`config.mk`:
```
export PLATFORM = sky130hd
export DESIGN_NAME = gemm_accelerator_flat
export DESIGN_NICKNAME = d
export VERILOG_FILES = /design/src/rtl/gemm_accelerator_if.sv /design/src/rtl/gemm_accelerator.sv /design/src/flat_wrapper.sv
export SDC_FILE = /design/constraint.sdc
export NUM_CORES = 1
export LEC_CHECK = 0
export ABC_AREA = 1
export BUFFER_PORTS_ARGS = -buffer_cell sky130_fd_sc_hd__buf_2
export CAP_MARGIN = 0
export CORE_AREA = 2 2 144 146
export CTS_CLUSTER_DIAMETER = 200
export DETAILED_ROUTE_END_ITERATION = 16
export DIE_AREA = 0 0 146 148
export PLACE_DENSITY = 0.9
export SLEW_MARGIN = 20
export SYNTH_ARGS = -nofsm -noshare
export SYNTH_HDL_FRONTEND = slang
export SYNTH_SLANG_ARGS = --single-unit
export TNS_END_PERCENT = 30
```
`constraint.sdc`:
```
create_clock -name clk_i -period 8.01 [get_ports clk_i]
set_clock_uncertainty 0.05 [all_clocks]
set_input_delay 0.4005 -clock clk_i [delete_from_list [all_inputs] [get_ports clk_i]]
set_output_delay 0.4005 -clock clk_i [all_outputs]
set_load 0.1 [all_outputs]
```
`src/rtl/gemm_accelerator_if.sv`:
```
// SRAM-side bus of the GEMM engine: A/B read ports and the C write port.
// The master modport is the accelerator; the slave modport is the memory side.
interface gemm_accelerator_if #(
  parameter int InDataWidth  = 8,
  parameter int OutDataWidth = 32,
  parameter int AddrWidth    = 12
);
  logic [AddrWidth-1:0]    sram_a_addr;
  logic [AddrWidth-1:0]    sram_b_addr;
  logic [InDataWidth-1:0]  sram_a_rdata;
  logic [InDataWidth-1:0]  sram_b_rdata;
  logic [AddrWidth-1:0]    sram_c_addr;
  logic [OutDataWidth-1:0] sram_c_wdata;
  logic                    sram_c_we;

  modport master (
    output sram_a_addr, sram_b_addr, sram_c_addr, sram_c_wdata, sram_c_we,
    input  sram_a_rdata, sram_b_rdata
  );

  modport slave (
    input  sram_a_addr, sram_b_addr, sram_c_addr, sram_c_wdata, sram_c_we,
    output sram_a_rdata, sram_b_rdata
  );
endinterface

```
`src/rtl/gemm_accelerator.sv`:
```
// Single-MAC signed GEMM engine: C = A x B, row-major, m/n/k loop order,
// streaming one product per cycle from synchronous-read SRAMs.
module gemm_accelerator #(
  parameter int InDataWidth   = 8,
  parameter int OutDataWidth  = 32,
  parameter int AddrWidth     = 12,
  parameter int SizeAddrWidth = 8
) (
  input  logic                     clk_i,
  input  logic                     rst_i,
  input  logic                     start_i,
  input  logic [SizeAddrWidth-1:0] M_size_i,
  input  logic [SizeAddrWidth-1:0] K_size_i,
  input  logic [SizeAddrWidth-1:0] N_size_i,
  output logic                     done_o,
  gemm_accelerator_if.master       sram
);

  typedef enum logic [2:0] {Idle, Run, Last, Write, Done} state_e;

  state_e                   state_q, state_d;
  logic [SizeAddrWidth-1:0] mSize_q, mSize_d, kSize_q, kSize_d, nSize_q, nSize_d;
  logic [SizeAddrWidth-1:0] m_q, m_d, n_q, n_d, k_q, k_d;
  logic [AddrWidth-1:0]     aBase_q, aBase_d, aAddr_q, aAddr_d;
  logic [AddrWidth-1:0]     bAddr_q, bAddr_d, cAddr_q, cAddr_d;
  logic [OutDataWidth-1:0]  acc_q, acc_d;

  logic signed [2*InDataWidth-1:0] product;
  logic [OutDataWidth-1:0]         productExt;

  // Read data arriving this cycle belongs to the address issued last cycle.
  assign product    = $signed(sram.sram_a_rdata) * $signed(sram.sram_b_rdata);
  assign productExt = {{(OutDataWidth-2*InDataWidth){product[2*InDataWidth-1]}}, product};

  always_comb begin
    state_d = state_q;
    mSize_d = mSize_q;
    kSize_d = kSize_q;
    nSize_d = nSize_q;
    m_d     = m_q;
    n_d     = n_q;
    k_d     = k_q;
    aBase_d = aBase_q;
    aAddr_d = aAddr_q;
    bAddr_d = bAddr_q;
    cAddr_d = cAddr_q;
    acc_d   = acc_q;
    unique case (state_q)
      Idle: begin
        if (start_i) begin
          mSize_d = M_size_i;
          kSize_d = K_size_i;
          nSize_d = N_size_i;
          m_d     = '0;
          n_d     = '0;
          k_d     = '0;
          aBase_d = '0;
          aAddr_d = '0;
          bAddr_d = '0;
          cAddr_d = '0;
          acc_d   = '0;
          if (M_size_i == '0 || K_size_i == '0 || N_size_i == '0) state_d = Done;
          else                                                    state_d = Run;
        end
      end
      Run: begin
        // k = 0 has no product in flight yet; the accumulator was just cleared.
        if (k_q != '0) acc_d = acc_q + productExt;
        if (k_q == kSize_q - 1'b1) begin
          state_d = Last;
        end else begin
          k_d     = k_q + 1'b1;
          aAddr_d = aAddr_q + 1'b1;
          bAddr_d = bAddr_q + AddrWidth'(nSize_q);
        end
      end
      Last: begin
        acc_d   = acc_q + productExt;
        state_d = Write;
      end
      Write: begin
        acc_d   = '0;
        k_d     = '0;
        cAddr_d = cAddr_q + 1'b1;
        if (n_q == nSize_q - 1'b1) begin
          n_d = '0;
          if (m_q == mSize_q - 1'b1) begin
            state_d = Done;
          end else begin
            m_d     = m_q + 1'b1;
            aBase_d = aBase_q + AddrWidth'(kSize_q);
            aAddr_d = aBase_q + AddrWidth'(kSize_q);
            bAddr_d = '0;
            state_d = Run;
          end
        end else begin
          n_d     = n_q + 1'b1;
          aAddr_d = aBase_q;
          bAddr_d = AddrWidth'(n_q) + 1'b1;
          state_d = Run;
        end
      end
      Done: state_d = Idle;
      default: state_d = Idle;
    endcase
  end

  always_ff @(posedge clk_i) begin
    if (rst_i) begin
      state_q <= Idle;
      mSize_q <= '0;
      kSize_q <= '0;
      nSize_q <= '0;
      m_q     <= '0;
      n_q     <= '0;
      k_q     <= '0;
      aBase_q <= '0;
      aAddr_q <= '0;
      bAddr_q <= '0;
      cAddr_q <= '0;
      acc_q   <= '0;
    end else begin
      state_q <= state_d;
      mSize_q <= mSize_d;
      kSize_q <= kSize_d;
      nSize_q <= nSize_d;
      m_q     <= m_d;
      n_q     <= n_d;
      k_q     <= k_d;
      aBase_q <= aBase_d;
      aAddr_q <= aAddr_d;
      bAddr_q <= bAddr_d;
      cAddr_q <= cAddr_d;
      acc_q   <= acc_d;
    end
  end

  assign sram.sram_a_addr  = aAddr_q;
  assign sram.sram_b_addr  = bAddr_q;
  assign sram.sram_c_addr  = cAddr_q;
  assign sram.sram_c_wdata = acc_q;
  assign sram.sram_c_we    = (state_q == Write);
  assign done_o            = (state_q == Done);

endmodule

```
`src/flat_wrapper.sv`:
```
// flat-port wrapper written by rule: the top's interface ports become plain ports
module gemm_accelerator_flat 
#(
  parameter int InDataWidth   = 8,
  parameter int OutDataWidth  = 32,
  parameter int AddrWidth     = 12,
  parameter int SizeAddrWidth = 8
)
  (clk_i, rst_i, start_i, M_size_i, K_size_i, N_size_i, done_o, sram_sram_a_addr, sram_sram_b_addr, sram_sram_c_addr, sram_sram_c_wdata, sram_sram_c_we, sram_sram_a_rdata, sram_sram_b_rdata);
  gemm_accelerator_if #(.InDataWidth(InDataWidth), .OutDataWidth(OutDataWidth), .AddrWidth(AddrWidth)) sram_i ();
  input  logic clk_i;
  input  logic rst_i;
  input  logic start_i;
  input  logic [SizeAddrWidth-1:0] M_size_i;
  input  logic [SizeAddrWidth-1:0] K_size_i;
  input  logic [SizeAddrWidth-1:0] N_size_i;
  output logic done_o;
  output wire logic [$bits(sram_i.sram_a_addr)-1:0] sram_sram_a_addr;
  output wire logic [$bits(sram_i.sram_b_addr)-1:0] sram_sram_b_addr;
  output wire logic [$bits(sram_i.sram_c_addr)-1:0] sram_sram_c_addr;
  output wire logic [$bits(sram_i.sram_c_wdata)-1:0] sram_sram_c_wdata;
  output wire logic [$bits(sram_i.sram_c_we)-1:0] sram_sram_c_we;
  input wire logic [$bits(sram_i.sram_a_rdata)-1:0] sram_sram_a_rdata;
  input wire logic [$bits(sram_i.sram_b_rdata)-1:0] sram_sram_b_rdata;
  assign sram_sram_a_addr = sram_i.sram_a_addr;
  assign sram_sram_b_addr = sram_i.sram_b_addr;
  assign sram_sram_c_addr = sram_i.sram_c_addr;
  assign sram_sram_c_wdata = sram_i.sram_c_wdata;
  assign sram_sram_c_we = sram_i.sram_c_we;
  assign sram_i.sram_a_rdata = sram_sram_a_rdata;
  assign sram_i.sram_b_rdata = sram_sram_b_rdata;
  gemm_accelerator #(.InDataWidth(InDataWidth), .OutDataWidth(OutDataWidth), .AddrWidth(AddrWidth), .SizeAddrWidth(SizeAddrWidth)) u_core (.clk_i(clk_i), .rst_i(rst_i), .start_i(start_i), .M_size_i(M_size_i), .K_size_i(K_size_i), .N_size_i(N_size_i), .done_o(done_o), .sram(sram_i));
endmodule
```
==> results.sh <==
export IMPL_vias=12800
export IMPL_post_route_min_period_ns=6.54
export IMPL_maxCapViolCount=0
export IMPL_critPathLaunch="sram_sram_b_rdata[2]"
export IMPL_cts_root_buffer="clkbuf_16"
export IMPL_tritoncts="done"
export IMPL_ys_flop_type="dfxtp_1"
export IMPL_power_density_nw_per_um2=377
export IMPL_htree_levels=4
export IMPL_rsz0062_at_grt="no"
export IMPL_switching_share_pct=56.5
export IMPL_fin_crit_sh_pct=81.6
export IMPL_required_ns=8.32
export IMPL_fmax_ghz=0.153
export IMPL_dr_first_iter_drc_count=939
export IMPL_die_h_um=148
export IMPL_pre_cts_ws_ns=1.10
export IMPL_synthesis_nets=2112
export IMPL_start_util_pct=61.4
export IMPL_boundaryPins=113
export IMPL_tightestPinTransition_ns=1.06
export IMPL_slowest_delay_ns=0.62
export IMPL_drc=0
export IMPL_cts_sinks=131
export IMPL_ys_ff_latch=131
export IMPL_antenna_found_initial=0
export IMPL_firstDrtPassIters=6
export IMPL_area_delta_synth_final_pct=10.3
export IMPL_p_int_mw=2.23
export IMPL_cp_arrival_ns=6.84
export IMPL_track_usage_pct=31.4
export IMPL_worstSetupPathType="in2reg"
export IMPL_synth_edf_count=0
export IMPL_maxSlewViolCount=0
export IMPL_clkLatencyLatePin_ns=0.44
export IMPL_endpoint_kind="register"
export IMPL_crit_top_cell="inv_1"
export IMPL_dpl_cell_area_um2=13000
export IMPL_postSynthAreaPerCell_um2=6.40
export IMPL_wl_per_cell_um=14.5
export IMPL_ys_warn_count=0
export IMPL_cts_buffers=17
export IMPL_instances_no_fill=2287
export IMPL_clkPwrFrac_pct=15.3
export IMPL_power_mw=5.12
export IMPL_layout_setup_ws_ns=1.48
export IMPL_finalNetCount=2192
export IMPL_synth_area_um2=12300
export IMPL_first_global_vias=12400
export IMPL_ant_nets=0
export IMPL_ys_seq_area_share_pct=21.3
export IMPL_seqPwrFrac_pct=16.5
export IMPL_pwr_share_comb_pct=68.2
export IMPL_nFillCells=1713
export IMPL_grt_ovfl_total=0
export IMPL_leakagePower_nw=6.92
export IMPL_status="finished clean"
export IMPL_p_sw_mw=2.89
export IMPL_grt_pass1_wl_mm=56.5
export IMPL_coreArea_um2=20000
export IMPL_timing_final_hold_violations=0
export IMPL_whs_path_depth=3
export IMPL_grt_max_degree=70
export IMPL_syn_inst=1924
export IMPL_start_kind="input port"
export IMPL_fp_dieArea_um2=21600
export IMPL_cts_resized=0
export IMPL_hold_start="M_size_i[6]"
export IMPL_wirelength_mm=33.1
export IMPL_hold_buffers=0
export IMPL_holdWs_ns=0.170
export IMPL_max_clock_path_buffers=2
export IMPL_drive_gt1_share_pct=9.77
export IMPL_final_core_util_pct=67.8
export IMPL_worst_path_max_delay_cell="fa_1"
export IMPL_via_per_inst=5.58
export IMPL_dpl_cell_count=2255
export IMPL_synthArstFlopShare_pct=0
export IMPL_r2r_slack_ns=4.77
export IMPL_fin_tns_setup_ns=0
export IMPL_dieWidth_um=146
export IMPL_postCtsSetupBuffers=0
export IMPL_row_count=52
export IMPL_clk_pin_slew_worst_paths_ns=0.06
export IMPL_r2r_start="u_core.nSize_q[0]"
export IMPL_path_max_fanout=19
export IMPL_max_vdd_ir_drop_mv=0.250
export IMPL_slew_headroom_pct=29.2
export IMPL_finalSetupViolCount=0
export IMPL_num_antenna_cells=0
export IMPL_final_area_um2=13600
export IMPL_gp_congestion=0.961
export IMPL_synth_distinct_cells=45
export IMPL_holdCritPathClass="in2reg"
export IMPL_r2r_cells=14
export IMPL_dp_hpwl_mm=25.1
export IMPL_io_buffers=112
[synthesized netlist by cell type (6+ instances only)]
library cell / count / share of area (%)
a21o_1: 11 / 0.67
a21oi_1: 183 / 7.4
buf_2: 10 / 0.41
clkbuf_1: 37 / 1.1
dfxtp_1: 131 / 21
fa_1: 58 / 9.4
ha_1: 87 / 8.8
inv_1: 293 / 8.9
inv_2: 7 / 0.21
nand2_1: 515 / 16
nand3_1: 134 / 5.4
nand3b_1: 8 / 0.49
nand4_1: 40 / 2.0
nor2_1: 166 / 5.1
nor2_2: 6 / 0.30
nor3_1: 15 / 0.61
nor4_1: 10 / 0.51
o21ai_0: 89 / 3.6
o21bai_1: 8 / 0.49
or2_2: 22 / 1.1
xnor2_1: 18 / 1.3
xor2_1: 30 / 2.1
[sequential cells by signal (all words and copies together) (netlist names)]
| signal | flops |
|---|---|
| u_core.aBase_q | 12 |
| u_core.kSize_q | 8 |
| u_core.k_q | 8 |
| u_core.mSize_q | 8 |
| u_core.m_q | 8 |
| u_core.nSize_q | 8 |
| u_core.n_q | 8 |
| u_core.sram.sram_a_addr | 12 |
| u_core.sram.sram_b_addr | 12 |
| u_core.sram.sram_c_addr | 12 |
| u_core.sram.sram_c_wdata | 32 |
| u_core.state_q | 3 |
[power by group through the flow]
stage | Sequential (mW) | Combinational (mW) | Clock [mW]
final | 0.846 | 3.49 | 0.783
after global routing | 0.856 | 3.89 | 0.820
after CTS | 0.843 | 3.44 | 0.787
after detailed placement | 0.856 | 3.42 | 0
after global placement | 0.853 | 3.35 | 0
after floorplan | 1.29 | 2.27 | 0
[layout by cell type, fill, tap and decap left out, drive strengths merged, types with 23 or more instances in the layout]
| cell type | synthesis | layout |
|---|---|---|
| dfxtp | 131 | 131 |
| buf | 19 | 118 |
| o21ai | 90 | 90 |
| or2 | 23 | 23 |
| nand2 | 520 | 520 |
| inv | 300 | 307 |
| xor2 | 30 | 30 |
| fa | 58 | 58 |
| nor2 | 176 | 176 |
| nand3 | 136 | 136 |
| ha | 87 | 87 |
| a21oi | 183 | 183 |
| nand4 | 40 | 40 |
[critical path, delay by kind of cell]
| kind | cells | cell delay [ns] |
|---|---|---|
| compound gates | 1 | 0.12 |
| buf+inv | 9 | 0.76 |
| simple gates | 13 | 2.41 |
| fa+ha+maj | 6 | 3.11 |
[final cells by class]
| class | count | area [µm²] | share of cell area, % |
|---|---|---|---|
| multi-input combinational | 1435 | 8310 | 61.2 |
| sequential | 131 | 2620 | 19.3 |
| inverter | 301 | 1130 | 8.32 |
| timing repair buffer | 118 | 606 | 4.46 |
| clock buffer | 18 | 439 | 3.23 |
| tap | 270 | 338 | 2.49 |
| clock inverter | 14 | 141 | 1.04 |
[final timing paths]
path                                   to
min reg2reg   u_core.sram.sram_c_addr[10]
max reg2reg                 u_core.m_q[2]
min                     u_core.mSize_q[6]
max          u_core.sram.sram_c_wdata[21]
[metal layers]
metal	global-route usage [%]	vias to the layer above	routed length [µm]
li1	-	6328	-
met3	5.09	111	2290
met5	0	-	0
met4	14.1	0	1340
met1	38.6	5804	13500
met2	54.6	527	16000
[kinds of logic (layout without fill, tap and decap cells)]
kind of cell	count (synthesis)	count (layout)	share of synthesized area, %
flops	131	131	21.3
fa+ha+maj	145	145	18.3
simple gates	933	933	32.4
buf+inv	358	451	11.2
xor+xnor	48	48	3.42
compound gates	309	309	13.3
Power figures use the tool's default switching activity.
